## src/rtl/wb_pkg.sv

```systemverilog
// Shared types and constants for the register-file writeback queue.
package wb_pkg;

  localparam int unsigned DATA_W = 8;
  localparam int unsigned ADDR_W = 3;

  typedef struct packed {
    logic [DATA_W-1:0] data;
    logic [ADDR_W-1:0] dest;
  } wb_entry_t;

  // Count needs one extra bit so a completely full queue is representable.
  function automatic int unsigned cnt_width(input int unsigned depth);
    return $clog2(depth) + 1;
  endfunction

endpackage

```

## src/rtl/wb_fifo.sv

```systemverilog
// Circular buffer with two ordered write ports (port0 lands first) and one read port.
// Exposes per-entry valid/dest so the top level can run hazard compares.
module wb_fifo
  import wb_pkg::*;
#(
  parameter int unsigned DEPTH = 4,
  localparam int unsigned PTR_W = $clog2(DEPTH),
  localparam int unsigned CNT_W = cnt_width(DEPTH)
) (
  input  logic                           clk_i,
  input  logic                           rst_i,
  input  logic                           push0_i,
  input  wb_entry_t                      entry0_i,
  input  logic                           push1_i,
  input  wb_entry_t                      entry1_i,
  input  logic                           pop_i,
  output wb_entry_t                      head_o,
  output logic [CNT_W-1:0]               count_o,
  output logic [DEPTH-1:0]               valid_o,
  output logic [DEPTH-1:0][ADDR_W-1:0]   dest_o
);

  wb_entry_t        mem_q [DEPTH];
  wb_entry_t        mem_d [DEPTH];
  logic [PTR_W-1:0] wptr_q, wptr_d;
  logic [PTR_W-1:0] rptr_q, rptr_d;
  logic [CNT_W-1:0] count_q, count_d;
  logic [PTR_W-1:0] wptr_p1;
  logic             pop_en;

  assign wptr_p1 = wptr_q + PTR_W'(1);
  assign pop_en  = pop_i && (count_q != '0);

  always_comb begin
    mem_d = mem_q;
    if (push0_i) begin
      mem_d[wptr_q] = entry0_i;
    end
    // A lone port1 push takes the slot port0 would have used.
    if (push1_i) begin
      mem_d[push0_i ? wptr_p1 : wptr_q] = entry1_i;
    end
    wptr_d  = wptr_q + PTR_W'(push0_i) + PTR_W'(push1_i);
    rptr_d  = rptr_q + PTR_W'(pop_en);
    count_d = count_q + CNT_W'(push0_i) + CNT_W'(push1_i) - CNT_W'(pop_en);
  end

  always_ff @(posedge clk_i or posedge rst_i) begin
    if (rst_i) begin
      mem_q   <= '{default: '0};
      wptr_q  <= '0;
      rptr_q  <= '0;
      count_q <= '0;
    end else begin
      mem_q   <= mem_d;
      wptr_q  <= wptr_d;
      rptr_q  <= rptr_d;
      count_q <= count_d;
    end
  end

  always_comb begin
    valid_o = '0;
    dest_o  = '0;
    for (int unsigned i = 0; i < DEPTH; i++) begin
      // Distance from the head decides whether slot i is occupied.
      valid_o[i] = CNT_W'(PTR_W'(i) - rptr_q) < count_q;
      dest_o[i]  = mem_q[i].dest;
    end
  end

  assign head_o  = mem_q[rptr_q];
  assign count_o = count_q;

endmodule

```

## src/rtl/writeback_queue.sv

```systemverilog
// Orders ALU and load results into the single register-file write port, one write per cycle,
// and flags read-after-write hazards for both read addresses.
module writeback_queue
  import wb_pkg::wb_entry_t, wb_pkg::cnt_width;
#(
  parameter int unsigned DEPTH  = 4,
  parameter int unsigned DATA_W = wb_pkg::DATA_W,
  parameter int unsigned ADDR_W = wb_pkg::ADDR_W,
  localparam int unsigned CNT_W = cnt_width(DEPTH)
) (
  input  logic              CLK,
  input  logic              RESET,
  input  logic              ALU_VALID,
  input  logic [DATA_W-1:0] ALU_RESULT,
  input  logic [ADDR_W-1:0] ALU_DEST,
  input  logic              MEM_VALID,
  input  logic [DATA_W-1:0] MEM_DATA,
  input  logic [ADDR_W-1:0] MEM_DEST,
  input  logic [ADDR_W-1:0] RD1ADDRESS,
  input  logic [ADDR_W-1:0] RD2ADDRESS,
  output logic              WRITE,
  output logic [DATA_W-1:0] WDATA,
  output logic [ADDR_W-1:0] WADDRESS,
  output logic              HAZARD1,
  output logic              HAZARD2,
  output logic              FULL,
  output logic [CNT_W-1:0]  COUNT,
  output logic              OVERFLOW
);

  wb_entry_t                    mem_entry, alu_entry, head;
  logic                         push_mem, push_alu, pop;
  logic [CNT_W-1:0]             count;
  logic [DEPTH-1:0]             ent_valid;
  logic [DEPTH-1:0][ADDR_W-1:0] ent_dest;

  logic              write_q, write_d;
  logic [DATA_W-1:0] wdata_q, wdata_d;
  logic [ADDR_W-1:0] waddr_q, waddr_d;
  logic              ovf_q, ovf_d;

  assign mem_entry = '{data: MEM_DATA, dest: MEM_DEST};
  assign alu_entry = '{data: ALU_RESULT, dest: ALU_DEST};

  // Full leaves room for a dual push, so a non-full queue never overflows.
  assign FULL     = count >= CNT_W'(DEPTH - 1);
  assign push_mem = MEM_VALID && !FULL;
  assign push_alu = ALU_VALID && !FULL;
  assign pop      = count != '0;

  wb_fifo #(
    .DEPTH (DEPTH)
  ) u_fifo (
    .clk_i    (CLK),
    .rst_i    (RESET),
    .push0_i  (push_mem),
    .entry0_i (mem_entry),
    .push1_i  (push_alu),
    .entry1_i (alu_entry),
    .pop_i    (pop),
    .head_o   (head),
    .count_o  (count),
    .valid_o  (ent_valid),
    .dest_o   (ent_dest)
  );

  always_comb begin
    write_d = pop;
    wdata_d = wdata_q;
    waddr_d = waddr_q;
    if (pop) begin
      wdata_d = head.data;
      waddr_d = head.dest;
    end
    ovf_d = ovf_q || (FULL && (ALU_VALID || MEM_VALID));
  end

  always_ff @(posedge CLK or posedge RESET) begin
    if (RESET) begin
      write_q <= 1'b0;
      wdata_q <= '0;
      waddr_q <= '0;
      ovf_q   <= 1'b0;
    end else begin
      write_q <= write_d;
      wdata_q <= wdata_d;
      waddr_q <= waddr_d;
      ovf_q   <= ovf_d;
    end
  end

  // The write being presented this cycle still counts as pending.
  always_comb begin
    HAZARD1 = write_q && (waddr_q == RD1ADDRESS);
    HAZARD2 = write_q && (waddr_q == RD2ADDRESS);
    for (int unsigned i = 0; i < DEPTH; i++) begin
      if (ent_valid[i] && (ent_dest[i] == RD1ADDRESS)) HAZARD1 = 1'b1;
      if (ent_valid[i] && (ent_dest[i] == RD2ADDRESS)) HAZARD2 = 1'b1;
    end
  end

  assign WRITE    = write_q;
  assign WDATA    = wdata_q;
  assign WADDRESS = waddr_q;
  assign COUNT    = count;
  assign OVERFLOW = ovf_q;

endmodule

```

## config.mk

```make
export PLATFORM = sky130hd
export DESIGN_NAME = writeback_queue
export DESIGN_NICKNAME = d
export VERILOG_FILES = /design/src/rtl/wb_pkg.sv /design/src/rtl/wb_fifo.sv /design/src/rtl/writeback_queue.sv
export SDC_FILE = /design/constraint.sdc
export NUM_CORES = 1
export LEC_CHECK = 0
export CORE_MARGIN = 2
export CORE_UTILIZATION = 56
export DETAILED_ROUTE_END_ITERATION = 12
export PLACE_DENSITY = 0.85
export REMOVE_ABC_BUFFERS = 1
export SLEW_MARGIN = 20
export SYNTH_ARGS = -nofsm -noshare
export SYNTH_HDL_FRONTEND = slang
export SYNTH_HIERARCHICAL = 1
export SYNTH_SLANG_ARGS = --single-unit
```

## constraint.sdc

```tcl
create_clock -name CLK -period 2.9 [get_ports CLK]
set_input_delay 0.58 -clock CLK [delete_from_list [all_inputs] [get_ports CLK]]
set_output_delay 0.58 -clock CLK [all_outputs]
set_load 0.02 [all_outputs]
```

# Word-level counts from Yosys, hierarchy flattened
# Cells that the tools add are included.
# W data, S select, Z words.
[totals]
word_cells = 88
input_bits = 32
reg_bits = 64
out_inout_bits = 19
[op_classes]
n_mux = 20
bitwise = 3
n_reduce_logical = 19
addsub = 11
n_eq_ne = 10
magnitude_cmp = 10
[op_table]
columns = ["cell", "count"]
rows = [
  ["$bwmux W44", 2],
  ["$mux W44", 2],
  ["$demux W11 S2", 2],
  ["$mux W11", 4],
  ["$eq A3 B3 Y1", 10],
  ["$bmux W11 S2", 1],
  ["$logic_and A1 B1 Y1", 15],
  ["$lt A3 B3 Y1", 4],
  ["$ge A3 B3 Y1 const B", 3],
  ["$not A2 Y3", 3],
  ["$mux W1", 8],
  ["$add A2 B1 Y2", 3],
  ["$add A3 B1 Y3", 2],
  ["$lt A3 B1 Y1 const B", 2],
  ["$sub A1 B2 Y3 const A", 2],
  ["$sub A2 B2 Y3 const A", 2],
  ["$ge A3 B2 Y1 const B", 1],
  ["$reduce_bool A3 Y1", 1],
  ["$sub A3 B1 Y3", 1],
  ["$add A2 B1 Y2 const B", 1],
  ["$logic_or A1 B1 Y1", 2],
  ["$mux W2", 1],
  ["$logic_not A1 Y1", 1],
]

# Logic depth before layout (Yosys ltp)
# Gate-level depths: netlist (run 1).
[logic_depth]
ltp_word = 11
depth_mapped = 11
depth_no_buf = 9

# Hierarchy
# Netlist (run 1), hierarchy kept.
[modules_own_cells]
columns = ["module", "area_per_inst_um2", "cells_per_inst", "instances", "seq_area_each_um2"]
rows = [
  ["wb_fifo", 3316.9, 234, 1, 1276.2],
  ["writeback_queue", 888.4, 84, 1, 325.3],
]

# Worst setup path after synthesis (run 1)
# OpenSTA, ideal clock, no wires.
[synth_path]
path_kind = "register to output"
startpoint = "register u_fifo.rptr_q[0]"
endpoint = "output HAZARD2"
stages_incl_launch_ff = 11
t_arrival_ns = 2.178
n_path_buf = 2
slack_ns = 0.142
path_cell_list = "dfrtp_1 -> buf_2 -> buf_2 -> inv_1 -> ha_1 -> ha_1 -> a21o_1 -> a21oi_1 -> nand4_1 -> and3_1 -> nand3_1"
[synth_between]
elab_chain_cells = 7
elab_cells_between_ends = 16
classes_between = "add/sub: 4; order compare: 4; mux: 4; reduce/logical: 4"
[synth_rtl]
columns = ["item", "line_no", "rtl"]
rows = [
  ["start, declared", "wb_fifo.sv:26", "logic [PTR_W-1:0] rptr_q, rptr_d;"],
  ["start signal, assigned", "wb_fifo.sv:57", "rptr_q <= rptr_d;"],
  ["$sub A1 B2 Y3", "wb_fifo.sv:67", "valid_o[i] = CNT_W'(PTR_W'(i) - rptr_q) < count_q;"],
  ["$lt A3 B3 Y1", "wb_fifo.sv:67", ""],
  ["named net ent_valid[0]", "writeback_queue.sv:34", "logic [DEPTH-1:0] ent_valid;"],
  ["$logic_and A1 B1 Y1", "writeback_queue.sv:98", "if (ent_valid[i] && (ent_dest[i] == RD2ADDRESS)) HAZARD2 = 1'b1;"],
  ["$mux W1 (4 in series)", "writeback_queue.sv:98", ""],
  ["end, declared", "writeback_queue.sv:25", "output logic HAZARD2,"],
]
# The timed path passes the listed nets, and every way through them passes these cells.

# Worst setup path after layout (run 1)
[layout_path]
startpoint = "register u_fifo.rptr_q[1]"
endpoint = "output HAZARD1"
[layout_between]
elab_cells_between_ends = 16
classes_between = "add/sub: 4; order compare: 4; mux: 4; reduce/logical: 4"
[layout_lines]
columns = ["item", "line_no", "rtl"]
rows = [
  ["$sub A2 B2 Y3", "wb_fifo.sv:67", ""],
  ["$lt A3 B3 Y1", "wb_fifo.sv:67", ""],
  ["named net ent_valid[2]", "writeback_queue.sv:34", ""],
  ["$logic_and A1 B1 Y1", "writeback_queue.sv:97", "if (ent_valid[i] && (ent_dest[i] == RD1ADDRESS)) HAZARD1 = 1'b1;"],
  ["$mux W1 (2 in series)", "writeback_queue.sv:97", ""],
  ["end, declared", "writeback_queue.sv:24", "output logic HAZARD1,"],
]
# The timed path passes the listed nets, and every way through them passes these cells.

==> results.ini, run 1 <==
[worst_setup_path]
endpoint_kind=output pin
critical_path_arrival_ps=2160
path_max_fanout=2
crit_start=u_fifo/rptr_q[1]$_DFF_PP0_
cp.required_ps=2320
rr_worst_depth=9
timing.rr.end=u_fifo/count_o[2]$_DFF_PP0_
crit_end=HAZARD1
r2r_setup_slack_ps=410
rr_startpoint=u_fifo/count_o[0]$_DFF_PP0_
startpoint_type=register
setup.worst_path.class=reg -> out

[routing]
drt_wl_total_mm=8.80
route.met3.wl_um=348
avgViaCountPerCell=5.46
ant_nets=0
top_layer=met4
vias=2601
post_drt_wl_per_cell_um=18.5
drtPass1Iterations=4
route.met2.wl_mm=4.37
met1_length_mm=3.93
drt_iter0_markers=137
route.detailed.drc=0

[timing]
finalClockSkew_ps=7.39
grt_setup_unrepaired=no
hold_viol_final=0
max_freq_ghz=0.365
tightest_slew_ps=692
period_share_pct=94.6
setup_violations=0
relSlewSlack_pct=53.8
fin_crit_ps=2740
tns_ps=0
drv_slew=0

[flow_run]
maxCapViolCount=0

[finish]
drive_gt1_share_pct=43.2
layout_common_cells=mux2_2 (79), dfrtp_1 (64), clkdlybuf4s50_1 (48), xnor2_1 (33), buf_4 (25)
nets=422
nFillCells=543
layout_commonest_cell=mux2_2
area_delta_synth_final_pct=18.7
antenna_cells=0

[synthesis]
ys.warnings.count=6
syn-mean-instance-area_um2=13.2
seq_area_frac_synth_pct=38.1
yosys_register_bits=64
netlist_area_um2=4210
ys_types=33
syn_inst=318

[clock_network]
cts_root_buffer=clkbuf_8
htree_levels=3
cts_tree=yes
hold_buffers=0
clock_latency_ps=350
clkSinkCount=64
cts_max_path_buffers=2
clk_pin_slew_ps=70
numCtsBuffers=9

[pwr]
cellPowerDensity_nw_per_um2=1190
vdd_drop_max_v=0.000648
p_total_mw=5.95
p_leak_nw=2.16

[outcome]
status=complete, no violations

[worst_hold_path]
hold_path.class=reg -> reg

[floorplan]
die_y_um=90.7
dieArea_um2=8220
start_util_pct=58.0
io_pins=51
coreArea_um2=7250
placementRows=31
die-width_um=90.7

[place]
portBuffers=50
place.gp.congestion=0.924
dp.final_hpwl_mm=6.20

[global_route]
track_usage_pct=23.3
grt_pass1_wl_mm=14.6
grt_pass1_vias=2867
overflow=0
grt_antenna_before_repair=0
grt_start_max_net_pins=22

stage by stage:
step	hold WS (ps)	util (%)	setup slack [ps]	cells	area [µm²]
4_1_cts	482	68.8	15.4	475	4990
5_1_grt	515	68.8	17.1	476	4990
6_report	479	68.8	158	476	4990
3_5_place_dp	466	65.7	-61.7	459	4760
2_1_floorplan	457	-	105	287	3970
3_3_place_gp	467	65.7	26.4	459	4760
worst min-delay path by stage:
stage                         endpoint  slack, ps               start  cells after the start
finish              OVERFLOW$_DFF_PP0_        480  OVERFLOW$_DFF_PP0_                      1
global route        OVERFLOW$_DFF_PP0_        520  OVERFLOW$_DFF_PP0_                      1
CTS                 OVERFLOW$_DFF_PP0_        480  OVERFLOW$_DFF_PP0_                      1
detailed placement  OVERFLOW$_DFF_PP0_        470  OVERFLOW$_DFF_PP0_                      1
global placement    OVERFLOW$_DFF_PP0_        470  OVERFLOW$_DFF_PP0_                      1
floorplan           OVERFLOW$_DFF_PP0_        460               RESET                      1
layout make-up:
cell class              instances  area (µm²)  share of cell area [%]
multi-input cells             206        2310                    46.2
flip-flops and latches         64        1600                    32.1
repair buffers                 74         673                    13.5
clock buffers                  11         141                    2.83
well taps                      99         124                    2.48
clock inverters                 5        80.1                    1.60
inverters                      17        63.8                    1.28
cell families (layout without fill, tap and decap cells):
kind of cell               count (synthesis)  after routing  synth area share (%)
muxes                                    110            110                  34.2
DFF                                       64             64                  38.1
buffers and inverters                     48            107                  7.23
xor gates and xnor gates                  34             34                  7.08
and+or+nand+nor                           29             29                  4.79
adders and majority gates                 18             18                  5.89
AOI/OAI and AO/OA                         15             15                  2.74
metal layers:
metal  vias to the layer above  GRT usage [%]
met5                         -              0
met4                         0           9.74
met3                        15           4.59
met2                        59           38.1
met1                      1303           30.4
li1                       1224              -
what timing repair did:
| item | in CTS | in global routing |
|---|---|---|
| pin swaps | 0 | 1 |
| buffers inserted | 0 | 1 |
| gates resized for setup | 7 | 4 |
| endpoints found under the setup margin | 2 | 2 |
| endpoints found under the hold margin | 0 | 0 |
critical path, cell delays in order, from the launching register on:
cell     delay (ps)
dfrtp_1         340
inv_1            60
ha_1            290
inv_1            50
ha_1            270
a21o_1          170
a21oi_2         180
nand4_1          90
and3_1          150
nand3_1          70
buf_4           140
where the power goes:
part | switching [mW] | internal [mW] | leakage (nW)
logic | 1.38 | 1.97 | 1.30
registers | 0.368 | 1.37 | 0.755
clock network | 0.356 | 0.506 | 0.106
total | 2.11 | 3.85 | 2.16
state kept, by name, summed over array words and instances, names as in the netlist:
name / cells
WRITE: 1
WDATA: 8
u_fifo/mem_q: 32
u_fifo/count_o: 3
u_fifo/dest_o: 12
OVERFLOW: 1
u_fifo/rptr_q: 2
WADDRESS: 3
u_fifo/wptr_q: 2
Yosys cell counts:
library cell / n / area share [%]
o21ai_0: 1 / 0.12
mux4_2: 11 / 5.9
mux2_2: 79 / 21
nor2b_4: 1 / 0.33
o21bai_1: 1 / 0.18
buf_2: 9 / 1.1
a21o_1: 2 / 0.36
and4b_1: 2 / 0.48
o21a_1: 1 / 0.18
mux2_4: 20 / 7.1
nand3_1: 2 / 0.24
buf_6: 8 / 2.1
a21oi_1: 4 / 0.48
nand2_2: 4 / 0.59
ha_1: 15 / 4.5
nand4_1: 10 / 1.5
o31a_1: 1 / 0.21
xor2_1: 1 / 0.21
inv_1: 17 / 1.5
xnor2_1: 33 / 6.9
nor3_2: 1 / 0.24
buf_4: 14 / 2.5
dfrtp_1: 64 / 38
a21boi_0: 1 / 0.18
a31oi_1: 1 / 0.15
and4_1: 1 / 0.21
nand2b_1: 1 / 0.15
nor2_1: 2 / 0.18
and2_1: 2 / 0.30
and3_1: 2 / 0.30
and4bb_1: 1 / 0.30
a31oi_2: 3 / 0.89
fa_1: 3 / 1.4
Power figures use the tool's default switching activity.
==> run 2, diff against run 1 <==
ABC_CLOCK_PERIOD_IN_PS = 2900   (was not set)
==> results of run 2 <==
No change in the layout: final DEF, timing and power equal those of run 1.
